$ cat config.mk
export PLATFORM = sky130hd
export DESIGN_NAME = traffic_arbiter_n_flat
export DESIGN_NICKNAME = d
export VERILOG_FILES = /design/src/rtl/traffic_arbiter_n_if.sv /design/src/rtl/traffic_arbiter_n.sv /design/src/flat_wrapper.sv
export SDC_FILE = /design/constraint.sdc
export NUM_CORES = 1
export LEC_CHECK = 0
export BUFFER_PORTS_ARGS = -buffer_cell sky130_fd_sc_hd__buf_2
export CORE_MARGIN = 2
export CORE_UTILIZATION = 57
export CTS_CLUSTER_DIAMETER = 150
export DETAILED_ROUTE_END_ITERATION = 10
export PLACE_DENSITY_LB_ADDON = 0.2
export SKIP_CTS_REPAIR_TIMING = 1
export SYNTH_ARGS = -nofsm -noshare
export SYNTH_HDL_FRONTEND = slang
export SYNTH_SLANG_ARGS = --single-unit
$ cat constraint.sdc
create_clock -name clk -period 2.45 [get_ports clk]
set_input_delay 0.735 -clock clk [delete_from_list [all_inputs] [get_ports clk]]
set_output_delay 0.735 -clock clk [all_outputs]
set_load 0.1 [all_outputs]
$ cat src/rtl/traffic_arbiter_n_if.sv
// Sense/grant bundle between the intersection arbiter and the approach sensors/lights.
interface traffic_arbiter_n_if #(
   parameter int NUM_DIRS = 4
);
   logic [NUM_DIRS-1:0] sense;
   logic [NUM_DIRS-1:0] go;
   logic [NUM_DIRS-1:0] pending;
   logic [1:0]          phase;

   modport master (output sense, input go, pending, phase);
   modport slave  (input sense, output go, pending, phase);
endinterface

$ cat src/rtl/traffic_arbiter_n.sv
// Two-group intersection arbiter: latches sense pulses, grants one compatible group at a time,
// caps green time while the other group waits, and inserts an all-red clearance between groups.
//
// state     | meaning
// ----------+-----------------------------------------------------------
// ST_IDLE   | no group active, waiting for any pending request
// ST_GREEN0 | group 0 owns the intersection; new grants until stop_new
// ST_GREEN1 | group 1 owns the intersection; new grants until stop_new
// ST_CLEAR  | all red for CLEAR_CYCLES before handing over to ~last_grp
module traffic_arbiter_n #(
   parameter int                  NUM_DIRS     = 4,
   parameter logic [NUM_DIRS-1:0] GROUP_MAP    = 4'b1100,
   parameter int                  MAX_GREEN    = 8,
   parameter int                  CLEAR_CYCLES = 2,
   parameter int                  TW           = 8
) (
   input  logic               clk,
   input  logic               rst_n,
   traffic_arbiter_n_if.slave bus
);

   typedef enum logic [1:0] {
      ST_IDLE   = 2'b00,
      ST_GREEN0 = 2'b01,
      ST_GREEN1 = 2'b10,
      ST_CLEAR  = 2'b11
   } state_t;

   localparam logic [NUM_DIRS-1:0] MASK_G1   = GROUP_MAP;
   localparam logic [NUM_DIRS-1:0] MASK_G0   = ~GROUP_MAP;
   localparam logic [TW-1:0]       MAX_G     = TW'(MAX_GREEN);
   localparam logic [TW-1:0]       CLR_LAST  = TW'((CLEAR_CYCLES > 0) ? CLEAR_CYCLES - 1 : 0);
   localparam logic [TW-1:0]       TIMER_SAT = '1;
   localparam bit                  HAS_CLEAR = (CLEAR_CYCLES > 0);

   state_t              state, state_nxt;
   logic [NUM_DIRS-1:0] go, go_nxt;
   logic [NUM_DIRS-1:0] pending, pending_nxt;
   logic [NUM_DIRS-1:0] release_v;
   logic [TW-1:0]       timer, timer_nxt;
   logic                stop_new, stop_nxt;
   logic                last_grp, last_nxt;

   logic                cur_grp;
   logic [NUM_DIRS-1:0] mask_cur, mask_oth;
   logic                any_g0, any_g1;
   logic                pend_cur, pend_oth, go_cur;
   logic                do_open, open_grp;

   // A direction releases when its grant is up and the car has gone.
   assign release_v   = go & ~bus.sense;
   assign pending_nxt = (pending & ~release_v) | (bus.sense & ~pending);

   assign any_g0   = |(pending & MASK_G0);
   assign any_g1   = |(pending & MASK_G1);
   assign cur_grp  = (state == ST_GREEN1);
   assign mask_cur = cur_grp ? MASK_G1 : MASK_G0;
   assign mask_oth = cur_grp ? MASK_G0 : MASK_G1;
   assign pend_cur = |(pending & mask_cur);
   assign pend_oth = |(pending & mask_oth);
   assign go_cur   = |(go & mask_cur);

   always_ff @(posedge clk or negedge rst_n) begin
      if (!rst_n) begin
         state    <= ST_IDLE;
         go       <= '0;
         pending  <= '0;
         timer    <= '0;
         stop_new <= 1'b0;
         last_grp <= 1'b1;
      end else begin
         state    <= state_nxt;
         go       <= go_nxt;
         pending  <= pending_nxt;
         timer    <= timer_nxt;
         stop_new <= stop_nxt;
         last_grp <= last_nxt;
      end
   end

   always_comb begin
      state_nxt = state;
      go_nxt    = go & ~release_v;
      timer_nxt = timer;
      stop_nxt  = stop_new;
      last_nxt  = last_grp;
      do_open   = 1'b0;
      open_grp  = 1'b0;

      case (state)
         ST_IDLE: begin
            if (any_g0 || any_g1) begin
               do_open  = 1'b1;
               open_grp = (any_g0 && any_g1) ? ~last_grp : any_g1;
            end
         end

         ST_GREEN0, ST_GREEN1: begin
            if (!go_cur && (stop_new || !pend_cur)) begin
               last_nxt = cur_grp;
               if (pend_oth && HAS_CLEAR) begin
                  state_nxt = ST_CLEAR;
                  timer_nxt = '0;
               end else if (pend_oth) begin
                  do_open  = 1'b1;
                  open_grp = ~cur_grp;
               end else begin
                  state_nxt = ST_IDLE;
               end
            end else begin
               if (!stop_new) begin
                  go_nxt = go_nxt | (pending & mask_cur & ~go);
               end
               // Fairness cap only runs while the other group is actually waiting.
               if (timer >= MAX_G) begin
                  stop_nxt = 1'b1;
               end
               if (pend_oth && (timer != TIMER_SAT)) begin
                  timer_nxt = timer + 1'b1;
               end
            end
         end

         ST_CLEAR: begin
            if (timer >= CLR_LAST) begin
               do_open  = 1'b1;
               open_grp = ~last_grp;
            end else begin
               timer_nxt = timer + 1'b1;
            end
         end

         default: state_nxt = ST_IDLE;
      endcase

      // Entering a green grants every pending direction of that group on the same edge.
      if (do_open) begin
         state_nxt = open_grp ? ST_GREEN1 : ST_GREEN0;
         go_nxt    = pending & (open_grp ? MASK_G1 : MASK_G0);
         timer_nxt = '0;
         stop_nxt  = 1'b0;
      end
   end

   assign bus.go      = go;
   assign bus.pending = pending;
   assign bus.phase   = state;

endmodule

$ cat src/flat_wrapper.sv
// flat-port wrapper written by rule: the top's interface ports become plain ports
module traffic_arbiter_n_flat 
#(
   parameter int                  NUM_DIRS     = 4,
   parameter logic [NUM_DIRS-1:0] GROUP_MAP    = 4'b1100,
   parameter int                  MAX_GREEN    = 8,
   parameter int                  CLEAR_CYCLES = 2,
   parameter int                  TW           = 8
)
  (clk, rst_n, bus_sense, bus_go, bus_pending, bus_phase);
  traffic_arbiter_n_if #(.NUM_DIRS(NUM_DIRS)) bus_i ();
  input  logic clk;
  input  logic rst_n;
  input wire logic [$bits(bus_i.sense)-1:0] bus_sense;
  output wire logic [$bits(bus_i.go)-1:0] bus_go;
  output wire logic [$bits(bus_i.pending)-1:0] bus_pending;
  output wire logic [$bits(bus_i.phase)-1:0] bus_phase;
  assign bus_i.sense = bus_sense;
  assign bus_go = bus_i.go;
  assign bus_pending = bus_i.pending;
  assign bus_phase = bus_i.phase;
  traffic_arbiter_n #(.NUM_DIRS(NUM_DIRS), .GROUP_MAP(GROUP_MAP), .MAX_GREEN(MAX_GREEN), .CLEAR_CYCLES(CLEAR_CYCLES), .TW(TW)) u_core (.clk(clk), .rst_n(rst_n), .bus(bus_i));
endmodule
==> After elaboration in Yosys (flattened, before gate mapping) <==
Index checks and enable logic that the tools add are counted.
{ "classes": {"n_reduce_logical": 22, "magnitude_cmp": 2, "eq_ne": 8, "n_addsub": 1, "muxes": 29, "n_bitwise": 16} }
{ "ops": {"columns": ["operator", "count"], "rows": [
  ["$mux 8", 5],
  ["$and 4x4->4", 9],
  ["$mux 4", 7],
  ["$not 4->4", 4],
  ["$pmux 8 s2", 1],
  ["$reduce_or 4->1", 3],
  ["$mux 2", 5],
  ["$mux 1", 9],
  ["$add 8x1->8 const B", 1],
  ["$ge 8x1->1 const B", 1],
  ["$ge 8x4->1 const B", 1],
  ["$ne 8x8->1 const B", 1],
  ["$or 4x4->4", 2],
  ["$pmux 1 s3", 2],
  ["$reduce_bool 2->1", 3],
  ["$reduce_or 2->1", 3],
  ["$eq 2x2->1 const B", 2],
  ["$ne 4x1->1 const B", 1],
  ["$ne 4x2->1 const B", 1],
  ["$reduce_and 2->1", 2],
  ["$reduce_and 4->1", 1],
  ["$logic_and 1x1->1", 3],
  ["$ne 3x2->1 const B", 1],
  ["$reduce_and 3->1", 1],
  ["other kinds (7)", 9]
]} }
{ "totals": {"wordCells": 84, "ff_bits": 20, "inputBits": 6} }

==> Logic depth before layout (Yosys ltp) <==
Gate-level depths: netlist (run 1).
{ "depth": {"word_depth": 10, "ltp_mapped": 9, "depth_no_buf": 7} }

==> Worst setup path before layout (run 1) <==
No wires, ideal clock.
{ "synth_timing": {"path_type": "register to register", "start": "reg u_core.state[0] (netlist: u_core.bus.phase[0])", "end": "reg u_core.timer[2]", "path_buffers": 2, "arrival_time_ns": 2.801, "setup_ns": 0.091, "path_stages_with_launch": 9, "synth_period_minus_slack_ns": 2.892, "setup_slack_ns": -0.442, "path_cell_list": "dfrtp_1 inv_1 ha_1 buf_4 a211o_1 a2111o_1 a21bo_1 buf_6 o221ai_1"} }
{ "synth_between": {"elab_chain_len": 10} }
{ "synth_lines": {"columns": ["item", "line_no", "source"], "rows": [
  ["start, declared", "traffic_arbiter_n.sv:36", "state_t state, state_nxt;"],
  ["start signal, assigned", "traffic_arbiter_n.sv:72", "state <= state_nxt;"],
  ["$eq 2x2->1 *", "traffic_arbiter_n.sv:56", "assign cur_grp = (state == ST_GREEN1);"],
  ["via u_core.cur_grp", "traffic_arbiter_n.sv:44", "logic cur_grp;"],
  ["$mux 4", "traffic_arbiter_n.sv:57", "assign mask_cur = cur_grp ? MASK_G1 : MASK_G0;"],
  ["$and 4x4->4", "traffic_arbiter_n.sv:59", "assign pend_cur = |(pending & mask_cur);"],
  ["$reduce_or 4->1", "traffic_arbiter_n.sv:59", null],
  ["$logic_not 1->1", "traffic_arbiter_n.sv:99", "if (!go_cur && (stop_new || !pend_cur)) begin"],
  ["$logic_or 1x1->1", "traffic_arbiter_n.sv:99", null],
  ["$logic_and 1x1->1", "traffic_arbiter_n.sv:99", null],
  ["$mux 8", "traffic_arbiter_n.sv:99", null],
  ["$pmux 8 s2", "traffic_arbiter_n.sv:90", "case (state)"],
  ["$mux 8", "traffic_arbiter_n.sv:137", "if (do_open) begin"],
  ["end signal, assigned", "traffic_arbiter_n.sv:75", "timer <= timer_nxt;"],
  ["end, declared", "traffic_arbiter_n.sv:40", "logic [TW-1:0] timer, timer_nxt;"]
]} }
Mark *: on every way through the listed nets, which the timed path passes. The rest lies on a longest branch.
A chain may end at the register's enable or synchronous reset.

==> Worst setup path after layout (run 1) <==
{ "layout_timing": {"start": "reg u_core.timer[1]", "end": "reg u_core.go[2] (netlist: u_core.bus.go[2])"} }
{ "layout_between": {"elab_chain_len": 6} }
{ "layout_lines": {"columns": ["item", "line_no", "source"], "rows": [
  ["$ge 8x1->1 *", "traffic_arbiter_n.sv:125", "if (timer >= CLR_LAST) begin"],
  ["$mux 1", "traffic_arbiter_n.sv:125", null],
  ["$pmux 1 s3", "traffic_arbiter_n.sv:90", null],
  ["$mux 4", "traffic_arbiter_n.sv:139", "go_nxt = pending & (open_grp ? MASK_G1 : MASK_G0);"],
  ["$and 4x4->4", "traffic_arbiter_n.sv:139", null],
  ["$mux 4 *", "traffic_arbiter_n.sv:137", null],
  ["via u_core.go_nxt[2]", "traffic_arbiter_n.sv:37", "logic [NUM_DIRS-1:0] go, go_nxt;"],
  ["end signal, assigned", "traffic_arbiter_n.sv:73", "go <= go_nxt;"],
  ["end, declared", "traffic_arbiter_n.sv:37", null]
]} }
Marked as above.

==> run metrics, run 1 <==
Global Route Usage Sum 0.241; Core Rows 17; WL per Instance 15.4 um; top-area cell type share of the netlist area 0.363; R2R setup slack around 0.086 ns; Worst Skew about 0.0019 ns; most frequent cell after synthesis dfrtp_1; startpoint types register; post-synth cell types 45; worst r2r dst u_core.bus.go[2]$_DFF_PN0_; Final ANT Viol Nets 0; Crit. End Element register; worst reg2reg path depth 7; routed vias/inst approximately 6; worst slew pin tran just under 0.5 ns; ys async rst share 1.00; Util after Layout 0.687; post-layout min period 2.36 ns; endpoints failing setup 0; DIE AREA 2700 um2; Initial Util 0.597; Tcrit/Tclk final 0.965; largest net degree at the start of global routing 21; DRT Pass-1 Iters 4; core area around 2200 um2; Max Freq about 420 MHz; CP delay by family, top compound AO/OA/AOI/OAI gates; Area growth, synth to finish 15.0%; layout cells sized above 1 0.312; Final Slew Violations 0; Worst Path Arrival approximately 2.6 ns; Mapped Nets ~150; Yosys top cell by area dfrtp_1; critical path's largest stage delay roughly 0.45 ns; DP HPWL about 2.1 mm; IO Count 16; clk_lat worst skew approximately 0.30 ns; Die H between 50 and 60 um; Sink Count 20; initial antenna violation count 0; first-pass GRT wire length 4.83 mm; Min-Delay Path Class in -> async; WL final 2.85 mm; Detailed Route Iter0 Violations 30; n_diodes 0; total of max-cap violations 0; sequential area share after synthesis 0.383; worst r2r src u_core.timer[1]$_DFFE_PN0P_; top cells by area, synth dfrtp_1 (36%), ha_1 (6.7%), inv_1 (4.0%); CP Class reg -> reg; clk root buf clkbuf_4; number of port buffers 15; fillers 170; CTS max path bufs 2; Hold Vio Cnt, Final 0; Cell Area, Synth between 1000 and 1500 um2; clock-pin slew on the worst setup and hold paths roughly 0.11 ns; status finished, final reports clean; crit path buf inv count 1; required time worst endpoint between 2 and 3 ns; Commonest cells post-synth dfrtp_1 (19), inv_1 (14), nand3_1 (9); #FFs+latches synth 20; Critical Path, Cell by Cell inv_1 > ha_1 > or3b_2 > o31a_1 > o21bai_4 > nor2b_1 > a221o_1; gpl congestion slightly below 0.9; Ys Warns 0; EDFF count, synth 0; CTS tree done; Num CTS Buffers 3; Most used DFF post-synth dfrtp_1; width of the chip about 52 um; relative slew slack 0.678; peak fanout along the critical path 8; Crit. Startpoint u_core.timer[1]$_DFFE_PN0P_; syn avg cell area 9.69 um2; final net count 171; vias in the first global route roughly 1100; drt drc 0; slowest CP cell or3b_2; Syn Inst Count 135; DR vias ~1100; CTS H-tree lvls 1; grt ovf 0
## routing by layer
layer	up-vias	routed length, um	GRT usage
li1	549	-	-
met2	25	1470	0.424
met1	534	1260	0.288
met5	-	0	0
met3	4	89	0.0259
met4	0	31	0.118
## area by class of cell
type                       instances  area [um2]  area share
clock buffer                       4        36.3      0.0241
inverter                          14        52.6      0.0349
multi-input combinational         96         731       0.485
sequential                        20         515       0.342
tap                               28        35.0      0.0233
timing repair buffer              23         135      0.0898
## worst register-to-register path: stages, from the launching register on
cell and delay [ns]:
dfrtp_1 0.42, inv_1 0.14, ha_1 0.17, or3b_2 0.45, o31a_1 0.32, o21bai_4 0.26
nor2b_1 0.14, a221o_1 0.37
## sequential cells by signal (all words and copies together), names as in the netlist
signal	cells
u_core.bus.go	4
u_core.stop_new	1
u_core.last_grp	1
u_core.timer	8
u_core.bus.pending	4
u_core.bus.phase	2
## cells by family (layout without fill, tap and decap cells)
kind of cell	after synthesis	count (layout)	share of synthesized area
mux	5	5	0.0411
fa+ha+maj	7	7	0.0669
compound gates	33	33	0.225
buf+inv	19	41	0.0688
simple gates	51	51	0.215
flops	20	20	0.383
## stage by stage
stage	cell area, um2	cells	TNS [ns]	hold WS, ns	setup WS [ns]
2_1_floorplan	1320	135	0	0.439	0.00596
6_report	1510	185	0	0.363	0.0864
4_1_cts	1480	184	0	0.373	0.0765
3_5_place_dp	1450	180	0	0.509	0.105
5_1_grt	1510	185	-0.0257	0.390	-0.00920
3_3_place_gp	1450	180	0	0.493	0.225
## worst max path at each step
stage                                  endpoint  cells after the start
global placement    u_core.timer[7]$_DFFE_PN0P_                      7
CTS                 u_core.timer[7]$_DFFE_PN0P_                      7
floorplan           u_core.timer[2]$_DFFE_PN0P_                      6
global route        u_core.timer[7]$_DFFE_PN0P_                      7
detailed placement  u_core.timer[7]$_DFFE_PN0P_                      7
finish               u_core.bus.go[2]$_DFF_PN0_                      7
## cells in the final DEF, fill, tap and decap left out, types with 4 or more instances in the layout
cell type / netlist / final
dfrtp_2: 0 / 5
or4_1: 4 / 4
dfrtp_1: 19 / 12
inv_1: 14 / 13
and3_1: 7 / 7
nand2b_1: 5 / 5
nand2_1: 8 / 7
buf_4: 1 / 8
nand3_1: 9 / 9
nor2_1: 6 / 6
ha_1: 7 / 7
a221o_1: 4 / 4
buf_2: 0 / 15
Power of run 1 is left out: the tool's default activity adds up to more than one toggle a clock period on the data nets, which glitch-free logic cannot reach.
==> run 2: changes to the inputs <==
- CORE_ASPECT_RATIO: not set -> 0.6
==> run metrics, run 2 (same netlist as run 1, synthesis figures left out) <==
total of max-cap violations 0; initial antenna violation count 0; Crit. End Element register; core area 2160 um2; DR vias around 1200; Final Slew Violations 0; routed vias/inst ~6.3; Setup WS pre-CTS between 0.015 and 0.02 ns; CTS max path bufs 2; peak fanout along the critical path 5; layout cells sized above 1 0.311; WL per Instance between 15 and 20 um; DP HPWL about 2.3 mm; relative slew slack 0.677; grt ovf 0; CP Class reg -> reg; biggest regs u_core.timer x8, u_core.bus.go x4, u_core.bus.pending x4; clk_lat worst skew between 0.2 and 0.3 ns; first-pass GRT wire length 5.09 mm; number of port buffers 15; post-layout min period roughly 2.4 ns; slowest CP cell or3b_2; Setup WS post-layout a little under 0.06 ns; met3 usage 0.0604; vias in the first global route approximately 1000; Final ANT Viol Nets 0; clock-pin slew on the worst setup and hold paths 0.08 ns; worst r2r dst u_core.bus.go[3]$_DFF_PN0_; Worst Path Arrival about 2.5 ns; met1 Use GR 0.385; final net count approximately 180; R2R setup slack 0.06 ns; CTS H-tree lvls 1; Top reg by flops u_core.timer; gpl congestion just under 0.9; required time worst endpoint 2.60 ns; crit path buf inv count 1; worst slew pin tran a little under 0.5 ns; GR peak layer met2; clk root buf clkbuf_8; GR Layer Usage met2 0.399; endpoints failing setup 0; setup TNS 0 ns; Min-Delay Path Class in -> async; most frequent cells in the layout buf_2 (15), inv_1 (14), dfrtp_1 (13); critical path's largest stage delay 0.45 ns; DP Area roughly 1500 um2; Hold Vio Cnt, Final 0; CTS tree done; Core Rows 13; Max Freq approximately 420 MHz; Design Area, Final between 1500 and 2000 um2; Sink Count 20; Tcrit/Tclk final 0.976; Detailed Route Iter0 Violations around 130; Util after Layout 0.719; most common cell after layout, fill and taps aside buf_2; max FFs per register 8; Critical Path, Cell by Cell inv_1 > ha_1 > or3b_2 > o31a_1 > o21bai_4 > nor2b_1 > a221o_1; drt drc 0; DIE AREA roughly 2700 um2; worst reg2reg path depth 7; CP delay by family, top compound AO/OA/AOI/OAI gates; worst r2r src u_core.timer[0]$_DFFE_PN0P_; Num CTS Buffers 3; Initial Util 0.605; WL final around 3.3 mm; IO Count 16; Global Route Usage Sum 0.264; largest net degree at the start of global routing 21; startpoint types register; DRT Pass-1 Iters 4; status finished, final reports clean; width of the chip 65.9 um; Die H a little over 40 um; n_diodes 0; Worst Skew around 0.0059 ns; Area growth, synth to finish 18.9%
run 2: cell count changes in the layout (fill, tap and decap cells not counted), sizes merged:
cell    change
o21bai      +1
buf         +3
run 2: through the flow:
stage	std cells	hold slack (ns)
detailed placement	184	0.510
global placement	184	0.495
global route	191	0.452
floorplan	135	0.439
CTS	188	0.426
finish	191	0.410
run 2: routing by layer:
layer	wire, um	up-vias
li1	-	558
met4	35	0
met2	1460	68
met5	0	-
met1	1490	576
met3	321	6
run 2: cell type report:
cell class                 count  area, um2
inverter                      14       52.6
multi-input combinational     97        739
timing repair buffer          26        158
fill                         163        607
tap                           30       37.5
clock buffer                   4       55.1
sequential                    20        514
run 2: worst max-delay path by stage:
stage | from | end | cells after the start
after global placement | u_core.timer[0]$_DFFE_PN0P_ | u_core.timer[7]$_DFFE_PN0P_ | 7
after floorplan | u_core.bus.go[2]$_DFF_PN0_ | u_core.timer[2]$_DFFE_PN0P_ | 6
after global routing | u_core.timer[0]$_DFFE_PN0P_ | u_core.bus.go[3]$_DFF_PN0_ | 7
after CTS | u_core.timer[0]$_DFFE_PN0P_ | u_core.timer[2]$_DFFE_PN0P_ | 7
final | u_core.timer[0]$_DFFE_PN0P_ | u_core.bus.go[3]$_DFF_PN0_ | 7
after detailed placement | u_core.timer[0]$_DFFE_PN0P_ | u_core.timer[2]$_DFFE_PN0P_ | 7
run 2: worst register-to-register path, stage by stage, from the launching register on:
cell and delay [ns]:
dfrtp_1 0.44, inv_1 0.14, ha_1 0.16, or3b_2 0.45
o31a_1 0.34, o21bai_4 0.23, nor2b_1 0.14, a221o_1 0.38
Power of run 2 is left out for the same reason.
